## config.mk

```make
export PLATFORM = sky130hd
export DESIGN_NAME = lcd_bus_arbiter
export DESIGN_NICKNAME = d
export VERILOG_FILES = /design/src/rtl/lcd_bus_arbiter.sv
export SDC_FILE = /design/constraint.sdc
export NUM_CORES = 1
export LEC_CHECK = 0
export ABC_AREA = 1
export CAP_MARGIN = 10
export CORE_ASPECT_RATIO = 2
export CORE_MARGIN = 4
export CORE_UTILIZATION = 40
export CTS_CLUSTER_DIAMETER = 50
export DETAILED_ROUTE_END_ITERATION = 8
export PLACE_DENSITY = 0.74
export SETUP_SLACK_MARGIN = 0.02
export SLEW_MARGIN = 30
export SYNTH_ARGS = -nofsm -noshare
export SYNTH_HDL_FRONTEND = slang
export SYNTH_SLANG_ARGS = --single-unit
```

## constraint.sdc

```tcl
create_clock -name clk -period 3.6 [get_ports clk]
set_input_delay 0.36 -clock clk [delete_from_list [all_inputs] [get_ports clk]]
set_output_delay 0.36 -clock clk [all_outputs]
set_load 0.005 [all_outputs]
```

## src/rtl/lcd_bus_arbiter.sv

```systemverilog
// lcd_bus_arbiter: owns an HD44780 write-only bus, runs the power-up init sequence,
// then shares the bus round-robin between two req/ack writers with timed E pulses.
module lcd_bus_arbiter #(
  parameter int T_PWRUP     = 1000000,
  parameter int T_SETUP     = 4,
  parameter int T_E_HIGH    = 25,
  parameter int T_HOLD      = 4,
  parameter int T_EXEC      = 2500,
  parameter int T_EXEC_LONG = 82000
) (
  input  logic       clk,
  input  logic       rst_n,
  input  logic       req0,
  input  logic       rs0,
  input  logic [7:0] data0,
  output logic       ack0,
  input  logic       req1,
  input  logic       rs1,
  input  logic [7:0] data1,
  output logic       ack1,
  output logic       ready,
  output logic       busy,
  output logic       lcd_e,
  output logic       lcd_rw,
  output logic       lcd_rs,
  output logic [7:0] lcd_data
);
  localparam int M0 = T_PWRUP > T_EXEC_LONG ? T_PWRUP : T_EXEC_LONG;
  localparam int M1 = M0 > T_EXEC ? M0 : T_EXEC;
  localparam int M2 = M1 > T_E_HIGH ? M1 : T_E_HIGH;
  localparam int M3 = M2 > T_SETUP ? M2 : T_SETUP;
  localparam int M4 = M3 > T_HOLD ? M3 : T_HOLD;
  localparam int TW = $clog2(M4 + 1) < 17 ? 17 : $clog2(M4 + 1);
  typedef enum logic [2:0] {PWRUP, SETUP, E_HIGH, HOLD, EXEC, IDLE} state_t;
  state_t          r_state;
  logic [TW-1:0]   r_timer;
  logic [1:0]      r_init_idx;
  logic            r_last_grant, r_ready, r_busy, r_ack0, r_ack1, r_lcd_e, r_lcd_rs;
  logic [7:0]      r_lcd_data;
  logic            w_long, w_grant0, w_grant1;
  logic [1:0]      w_next_idx;
  logic [7:0]      w_next_byte;
  logic [TW-1:0]   w_exec_last;
  // clear (0x01) and home (0x02/0x03) commands need the long execution wait
  assign w_long      = ~r_lcd_rs & (r_lcd_data[7:2] == 6'd0) & (r_lcd_data[1:0] != 2'd0);
  assign w_exec_last = w_long ? TW'(T_EXEC_LONG - 1) : TW'(T_EXEC - 1);
  assign w_next_idx  = r_init_idx + 2'd1;
  assign w_next_byte = w_next_idx == 2'd1 ? 8'h0C : w_next_idx == 2'd2 ? 8'h06 : 8'h01;
  assign w_grant1    = r_ready & req1 & (~req0 | ~r_last_grant);
  assign w_grant0    = r_ready & req0 & ~w_grant1;
  always_ff @(posedge clk) begin
    if (!rst_n) begin
      r_state      <= PWRUP;
      r_timer      <= '0;
      r_init_idx   <= '0;
      r_last_grant <= 1'b1;
      r_ready      <= 1'b0;
      r_busy       <= 1'b1;
      r_ack0       <= 1'b0;
      r_ack1       <= 1'b0;
      r_lcd_e      <= 1'b0;
      r_lcd_rs     <= 1'b0;
      r_lcd_data   <= '0;
    end else begin
      r_ack0  <= 1'b0;
      r_ack1  <= 1'b0;
      r_timer <= r_timer + TW'(1);
      case (r_state)
        PWRUP: if (r_timer == TW'(T_PWRUP - 1)) begin
          r_state    <= SETUP;
          r_timer    <= '0;
          r_lcd_rs   <= 1'b0;
          r_lcd_data <= 8'h38;
        end
        SETUP: if (r_timer == TW'(T_SETUP - 1)) begin
          r_state <= E_HIGH;
          r_timer <= '0;
          r_lcd_e <= 1'b1;
        end
        E_HIGH: if (r_timer == TW'(T_E_HIGH - 1)) begin
          r_state <= HOLD;
          r_timer <= '0;
          r_lcd_e <= 1'b0;
        end
        HOLD: if (r_timer == TW'(T_HOLD - 1)) begin
          r_state <= EXEC;
          r_timer <= '0;
        end
        EXEC: if (r_timer == w_exec_last) begin
          r_timer <= '0;
          if (r_ready || r_init_idx == 2'd3) begin
            r_ready <= 1'b1;
            r_busy  <= 1'b0;
            r_state <= IDLE;
          end else begin
            r_init_idx <= w_next_idx;
            r_lcd_rs   <= 1'b0;
            r_lcd_data <= w_next_byte;
            r_state    <= SETUP;
          end
        end
        IDLE: begin
          r_timer <= '0;
          if (w_grant0 | w_grant1) begin
            r_state      <= SETUP;
            r_busy       <= 1'b1;
            r_lcd_rs     <= w_grant1 ? rs1 : rs0;
            r_lcd_data   <= w_grant1 ? data1 : data0;
            r_last_grant <= w_grant1;
            r_ack0       <= w_grant0;
            r_ack1       <= w_grant1;
          end
        end
        default: r_state <= PWRUP;
      endcase
    end
  end
  assign ack0     = r_ack0;
  assign ack1     = r_ack1;
  assign ready    = r_ready;
  assign busy     = r_busy;
  assign lcd_e    = r_lcd_e;
  assign lcd_rw   = 1'b0;
  assign lcd_rs   = r_lcd_rs;
  assign lcd_data = r_lcd_data;
endmodule

```

==> impl_metrics.env <==
export IMPL_cts_tree="built"
export IMPL_layout_area_seq_um2=801
export IMPL_finalWeightedCongestion=0.952
export IMPL_synth_seq_area_share=0.325
export IMPL_postCtsSetupBuffers=0
export IMPL_cts_repair_resize_count=0
export IMPL_synth_enable_flop_cells=0
export IMPL_drt_drc_violations_left=0
export IMPL_place_port_buffers=35
export IMPL_worst_clock_skew_ps=5.47
export IMPL_number_of_top_level_pins=37
export IMPL_antenna_cells_inserted=0
export IMPL_timing_final_crit_share=0.578
export IMPL_cts_root_buffer_cell="clkbuf_16"
export IMPL_htree_levels=2
export IMPL_multi_input_comb_area_mm2=0.00138
export IMPL_cell_pwr_density_mw_per_mm2=494
export IMPL_global_route_wire_length_before_repair_mm=11.3
export IMPL_placement_rows=40
export IMPL_timing_critical_path_arrival_ps=2260
export IMPL_clk_latency_ps=290
export IMPL_dominant_combinational_cell_family_by_area_after_synthesis="simple AND/OR/NAND/NOR gates"
export IMPL_critPathKind="register to register"
export IMPL_timing_critical_path_fanout_max=6
export IMPL_grt_overflow_total=0
export IMPL_synth_distinct_cells=34
export IMPL_cts_buffers_inserted=5
export IMPL_number_of_storage_elements_in_the_synthesis_netlist=40
export IMPL_maxCapViolations=0
export IMPL_initial_utilization=0.410
export IMPL_crit_top_cell="nor2_1"
export IMPL_synthesis_instances=387
export IMPL_chipWidth_um=63.5
export IMPL_first_global_vias=2486
export IMPL_design_final_nets=449
export IMPL_slew_violations=0
export IMPL_grt_max_degree=23
export IMPL_status="complete, no violations"
export IMPL_max_freq_mhz=481
export IMPL_max_rail_drop_vdd_v=0.000351
export IMPL_clock_sink_count=40
export IMPL_yosys_area_share_simple=0.413
export IMPL_antenna_found_initial=0
export IMPL_netlist_area_mm2=0.00246
export IMPL_p_leak_nw=1.34
export IMPL_globalRouteTotalUtil=0.193
export IMPL_worstSetupEndpointType="register"
export IMPL_critical_path_slowest_cell="dfxtp_1"
export IMPL_setup_total_negative_slack_ps=0
export IMPL_die_height_um=119
export IMPL_path_cells="ha_1, nand2_1, nor3_4, nand3_1, nor2_1, nand3_1, nor2_1, xor2_1, nor2_1"
export IMPL_grt_setup_unrepaired="no"
export IMPL_slowest_delay_ps=370
export IMPL_detailroute_via_count=2512
export IMPL_proportion_of_register_bits_with_asynchronous_set_or_reset_after_synthesis=0
export IMPL_fp_coreArea_mm2=0.00601
export IMPL_report_final_setup_viol=0
export IMPL_cts_hold_fix_buffers=0
export IMPL_syn_area_per_cell_um2=6.37
export IMPL_hold_removal_path_class="register to register"
export IMPL_synth_largest_area_cell="dfxtp_1"
export IMPL_drt_wirelength_per_cell_um=14.0
export IMPL_dp_hpwl_mm=5.35
export IMPL_yosys_mux_area_fraction=0
export IMPL_fillers=616
export IMPL_timing_critical_path_from_type="register"
export IMPL_drt_vias_per_instance=5.18
export IMPL_syn2layout_area_growth_pct=21.2
export IMPL_syn_nets=415
export IMPL_firstDrtPassIters=5
export IMPL_final_period_minus_worst_setup_slack_ps=2080
export IMPL_final_antenna_net_count=0
export IMPL_post_route_cells_drive_above_1_share=0.0474
export IMPL_critPathBufInv=0
export IMPL_post_synth_xor_area_fraction=0.0320
export IMPL_worst_path_dominant_cell_family="simple AND/OR/NAND/NOR gates"
export IMPL_synth_largest_type_area_fraction=0.325
export IMPL_drt_total_wl_mm=6.81
export IMPL_cp_required_ps=3780
export IMPL_ranking_of_synthesized_cells_by_area="dfxtp_1, nand2_1, nor2_1, inv_1, nand3_1"
export IMPL_ctsLongestPathBuffers=2
export IMPL_dr_first_iter_drc_count=186
export IMPL_synth_compound_gate_area_share=0.0827
export IMPL_synth_top_flop_cell="dfxtp_1"
export IMPL_synth_fa_ha_area_frac=0.0305
export IMPL_layout_cells_non_filler=485
export IMPL_timing_hold_ws_ps=469
export IMPL_clk_pin_slew_worst_paths_ps=50
export IMPL_ys_warnings_count=0
export IMPL_placed_cells_incl_taps=477
export IMPL_final_hold_fails=0
export IMPL_design_die_area_mm2=0.00756
## per-layer routing
layer / up-vias / part of all wire / track usage / wire length (µm)
met5: - / 0 / 0 / 0
li1: 1290 / - / - / -
met2: 84 / 0.56 / 0.375 / 3830
met4: 0 / 0.054 / 0.129 / 365
met1: 1113 / 0.33 / 0.165 / 2270
met3: 25 / 0.051 / 0.0443 / 349
## layout by cell type (no fill, tap or decap), drive strengths merged
| cell | count |
|---|---|
| nand2 | 90 |
| nor2 | 80 |
| inv | 59 |
| dfxtp | 40 |
| clkdlybuf4s50 | 35 |
| nand3 | 29 |
| nand4 | 19 |
| o21ai | 17 |
| a21oi | 9 |
| clkbuf | 8 |
| xor2 | 6 |
| ha | 6 |
| nor3 | 6 |
| xnor2 | 3 |
| a22oi | 3 |
| nor4 | 2 |
| o22ai | 2 |
| a31oi | 2 |
| and2 | 1 |
| o21bai | 1 |
| clkinv | 1 |
| o21a | 1 |
| conb | 1 |
| buf | 1 |
## layout make-up
class / instances / area share
multi-input combinational: 278 / 0.461
clock buffer: 8 / 0.0490
sequential: 40 / 0.268
timing repair buffer: 36 / 0.120
inverter: 60 / 0.0754
tap: 63 / 0.0264
## cells by family after synthesis
kind of cell             Yosys count
flip-flops                        40
XOR/XNOR                           9
AND/OR/NAND/NOR                  227
AO/OA/AOI/OAI                     35
buffers and inverters             69
adder cells (fa/ha/maj)            6
other                              1
## registers in the layout, summed over array words and instances (netlist names), 2 cells and up
signal      count
lcd_data        8
r_state         3
r_timer        20
r_init_idx      2
## through the flow
step / setup slack (ps) / power, W / instance area (µm²) / utilization
finish: 1520 / 0.00148 / 2990 / 0.498
global route: 1310 / 0.00158 / 2990 / 0.498
CTS: 1530 / 0.00149 / 2990 / 0.498
detailed placement: 1500 / 0.00103 / 2840 / 0.473
global placement: 1540 / 0.00102 / 2840 / 0.473
floorplan: 1860 / 0.000867 / 2460 / -
## final timing paths
check        cells past startpoint                endpoint                  start  slack, ps
max reg2reg                      9  r_timer[16]$_SDFF_PN0_  r_timer[0]$_SDFF_PN0_       1520
min reg2reg                      1   r_timer[0]$_SDFF_PN0_  r_timer[0]$_SDFF_PN0_        470
max                              9  r_timer[16]$_SDFF_PN0_  r_timer[0]$_SDFF_PN0_       1520
min                              1   r_timer[0]$_SDFF_PN0_  r_timer[0]$_SDFF_PN0_        470
## cell usage after synthesis, types with 2 or more instances
| cell | instances |
|---|---|
| nand2_2 | 2 |
| nand3_2 | 2 |
| nand3_1 | 26 |
| nor4_1 | 2 |
| nor3_1 | 4 |
| nor2_1 | 76 |
| nand2_1 | 87 |
| dfxtp_1 | 40 |
| a21oi_1 | 8 |
| nand4_1 | 19 |
| buf_6 | 2 |
| ha_1 | 6 |
| clkbuf_1 | 2 |
| o22ai_1 | 2 |
| xor2_1 | 6 |
| a22oi_1 | 3 |
| xnor2_1 | 3 |
| buf_4 | 2 |
| o21ai_0 | 17 |
| nor2_2 | 3 |
| buf_2 | 3 |
| inv_1 | 59 |
| a31oi_1 | 2 |
## worst register-to-register path, cell delays in order (launching register included)
cell     delay, ps
dfxtp_1        370
ha_1           270
nand2_1        140
nor3_4         220
nand3_1        220
nor2_1         220
nand3_1        170
nor2_1         150
xor2_1         160
nor2_1          50
## report_power, final
| part | internal, W | switching, W |
|---|---|---|
| logic | 0.000203 | 0.000266 |
| clock network | 0.000276 | 0.000175 |
| registers | 0.000501 | 0.0000538 |
| total | 0.000980 | 0.000495 |
Power figures use the tool's default switching activity.
==> RTL edit 1 (same flow settings) <==
The parameter `T_HOLD` goes from 4 to 8.
--- a/src/rtl/lcd_bus_arbiter.sv
+++ b/src/rtl/lcd_bus_arbiter.sv
@@ -6,3 +6,3 @@
   parameter int T_E_HIGH    = 25,
-  parameter int T_HOLD      = 4,
+  parameter int T_HOLD      = 8,
   parameter int T_EXEC      = 2500,
Function: no difference found for any inputs over 10 cycles, from zero or initial values and one cycle with rst_n low; that may be too few to reach the edited logic, so the function may still have changed.
==> RTL edit 1 against the original RTL <==
Area after synthesis rose by 1.3%. Total power up 10%. Cell count up 2.5%. First-iteration DRC count fell by 47%. Routed wire length is 6.9% lower. Worst setup slack gained 0.026 ns. Sequential power shrank 1%. Final area rose by 2.0%. Sequential cell count unchanged. Global-route usage shrank 2.1 points.
==> RTL edit 1: results (changes against the original RTL) <==
The number of global-route vias before repair is 2,423 (-2.5%). The sum of met3 wire segment lengths after detailed routing came to 199 µm (-43%). The sum of met2 wire segment lengths after detailed routing came out at 3.681 mm (-3.9%). The number of vias per cell after detailed routing was 4.986 (-3.7%).

The slack of the critical path came out at 1.547 ns (+0.02597 ns). The starting DRC count in detailed routing is 99 (-47%). By area the synthesized netlist is led by sky130_fd_sc_hd__dfxtp_1, sky130_fd_sc_hd__nand2_1, sky130_fd_sc_hd__nor2_1.

The met1 routed wirelength after detailed routing is 2.190 mm (-3.4%). The highest net fanout along the worst path is 14 (+8). The critical path capture point is lcd_data[7]. The worst slack at placement came out at 1.380 ns (-0.1244 ns). The data arrival time of the critical path is 2.23 ns (-0.03 ns). The static leakage came out at 1.231 nW (-7.8%). The synthesized instance count is 380 (-1.8%).

The number of cells on the worst reg-to-reg path came out at 10 (+1). The pin count of the biggest net entering global routing came to 19 (-17%). The half-perimeter wire length after detailed placement is 4.974 mm (-7.0%). The peak ir drop on the vdd network was 194.6 µV (-45%).

The first-pass detailed-route iteration total is 4 (-1). The share of cells above drive strength 1 is 9.685% (+4.9 points). The number of placed instances with taps included is 489 (+2.5%).

The sequential fraction of the synthesis area was 32.06% (-0.42 points). The final weighted congestion in routability-driven placement is 0.9642 (+1.3%). The final hold slack was 0.4622 ns (-0.006541 ns). The global routing met3 resource utilization came out at 2.434% (-2.0 points).

The flow ran to the end, and the final reports show no timing, DRC or antenna violations.
-- RTL edit 1: area by class of cell --
type                       count  area, µm²
fill                         612       3008
multi-input combinational    286       1440
sequential                    40      800.8
timing repair buffer          36      357.8
inverter                      43      161.4
clock buffer                   7      152.6
tap                           84      105.1
clock inverter                 1      30.03
-- RTL edit 1: cells by family (layout without fill, tap and decap cells) --
family,Yosys count,after routing,share of synthesized area [%]
DFF,40,40,32.06
adders and majority gates,6,6,3.006
and+or+nand+nor,230,230,42.28
xor gates and xnor gates,11,11,3.858
AOI/OAI and AO/OA,38,38,8.367
buffers and inverters,54,87,10.27
other,1,1,0.1502
-- RTL edit 1: critical path: cells and delay by family, from the launching register on --
family                     cells  cell delay [ns]
and+or+nand+nor                8             1.00
adders and majority gates      1             0.32
AOI/OAI and AO/OA              1             0.25
DFF                            1             0.37
==> RTL edit 2 (same settings) <==
Without the edit above. The 6 states of `state_t` get a one-hot encoding in 6 bits.
--- a/src/rtl/lcd_bus_arbiter.sv
+++ b/src/rtl/lcd_bus_arbiter.sv
@@ -33,3 +33,3 @@
   localparam int TW = $clog2(M4 + 1) < 17 ? 17 : $clog2(M4 + 1);
-  typedef enum logic [2:0] {PWRUP, SETUP, E_HIGH, HOLD, EXEC, IDLE} state_t;
+  typedef enum logic [5:0] {PWRUP = 6'b000001, SETUP = 6'b000010, E_HIGH = 6'b000100, HOLD = 6'b001000, EXEC = 6'b010000, IDLE = 6'b100000} state_t;
   state_t          r_state;
Function: no difference found for any inputs over 10 cycles, from zero or initial values and one cycle with rst_n low; not proved beyond that.
==> RTL edit 2 against the original RTL <==
Cell count increased by 10%. Count of clock-buffer cells in the layout down 3. Area after synthesis rose by 7.6%. Total power increased by 17%. Synthesized cell count increased by 7.5%. Worst setup slack worse by 0.19 ns. Final area increased by 8.5%. Clock power up 30%. Routed wire length up 6.6%. Sequential power increased by 2%. Sequential cell count up 3. Critical endpoint is now r_timer[2]. Largest cell class unchanged. Highest routed layer unchanged.
==> RTL edit 2: results (changes against the original RTL) <==
The average wire length per cell after detail routing is 13.57 µm (-3.3%). The post-synthesis xor/xnor area fraction came to 3.634% (+0.44 points). The post-synthesis compound-gate area fraction came out at 5.333% (-2.9 points). The slack of the critical path came to 1.328 ns (-0.1925 ns). The clock edge transition at the registers on the reported setup and hold paths came to 0.07 ns (+0.02 ns). The area share of fa/ha/maj cells after synthesis was 2.832% (-0.21 points). The depth of the worst hold-timing path is 2 (+1). The number of vias per cell after detailed routing was 5.069 (-2.1%). The sequential fraction of the synthesis area is 32.47% (about the same). The static leakage was 1.440 nW (+7.8%). The total global routing track utilization is 19.03% (-0.23 points). By area the synthesized netlist is led by sky130_fd_sc_hd__dfxtp_1, sky130_fd_sc_hd__nand2_1, sky130_fd_sc_hd__nor2_1. The endpoint with the worst hold slack is lcd_e. The placed standard-cell area came to 0.003049 mm² (+7.3%). In this run the critical register-to-register path is captured at r_timer[2]. The run finished with clean final reports.

The number of vias after detailed routing is 2,712 (+8.0%). The half-perimeter wire length after detailed placement is 5.730 mm (+7.2%). The peak ir drop on the vdd network is 309.1 µV (-12%). The starting DRC count in detailed routing is 165 (-11%). The worst slack at placement is 1.361 ns (-0.1429 ns). The global-route wire length before repair came out at 11.67 mm (+3.1%). The sum of met2 wire segment lengths after detailed routing came out at 4.116 mm (+7.5%). The number of placed instances with taps included is 527 (+10%).

The slowest stage of the critical path belongs to the cell sky130_fd_sc_hd__nand4_1. The met2 usage in global routing came out at 37.52% (+0.065 points). The pin count of the biggest net entering global routing was 18 (-22%).
RTL edit 2: changes by cell type after synthesis, moves of 4 or more:
| cell | change |
|---|---|
| sky130_fd_sc_hd__nand2_1 | +12 |
| sky130_fd_sc_hd__nor2_2 | +9 |
| sky130_fd_sc_hd__nor3_1 | +9 |
| sky130_fd_sc_hd__nand3_1 | -8 |
| sky130_fd_sc_hd__a21oi_1 | +7 |
| sky130_fd_sc_hd__nand4_1 | +7 |
| sky130_fd_sc_hd__o21ai_0 | -5 |
| sky130_fd_sc_hd__xor2_1 | +5 |
| sky130_fd_sc_hd__inv_1 | +4 |
| sky130_fd_sc_hd__nor2_1 | -4 |
RTL edit 2: final cells by class:
cell class	count	area, µm²	share of cell area, %
inverters	65	244.0	7.526
clock buffers	5	125.1	3.860
repair buffers	36	357.8	11.04
multi-input cells	297	1479	45.62
clock inverters	3	67.56	2.084
well taps	86	107.6	3.319
flip-flops and latches	43	860.8	26.55
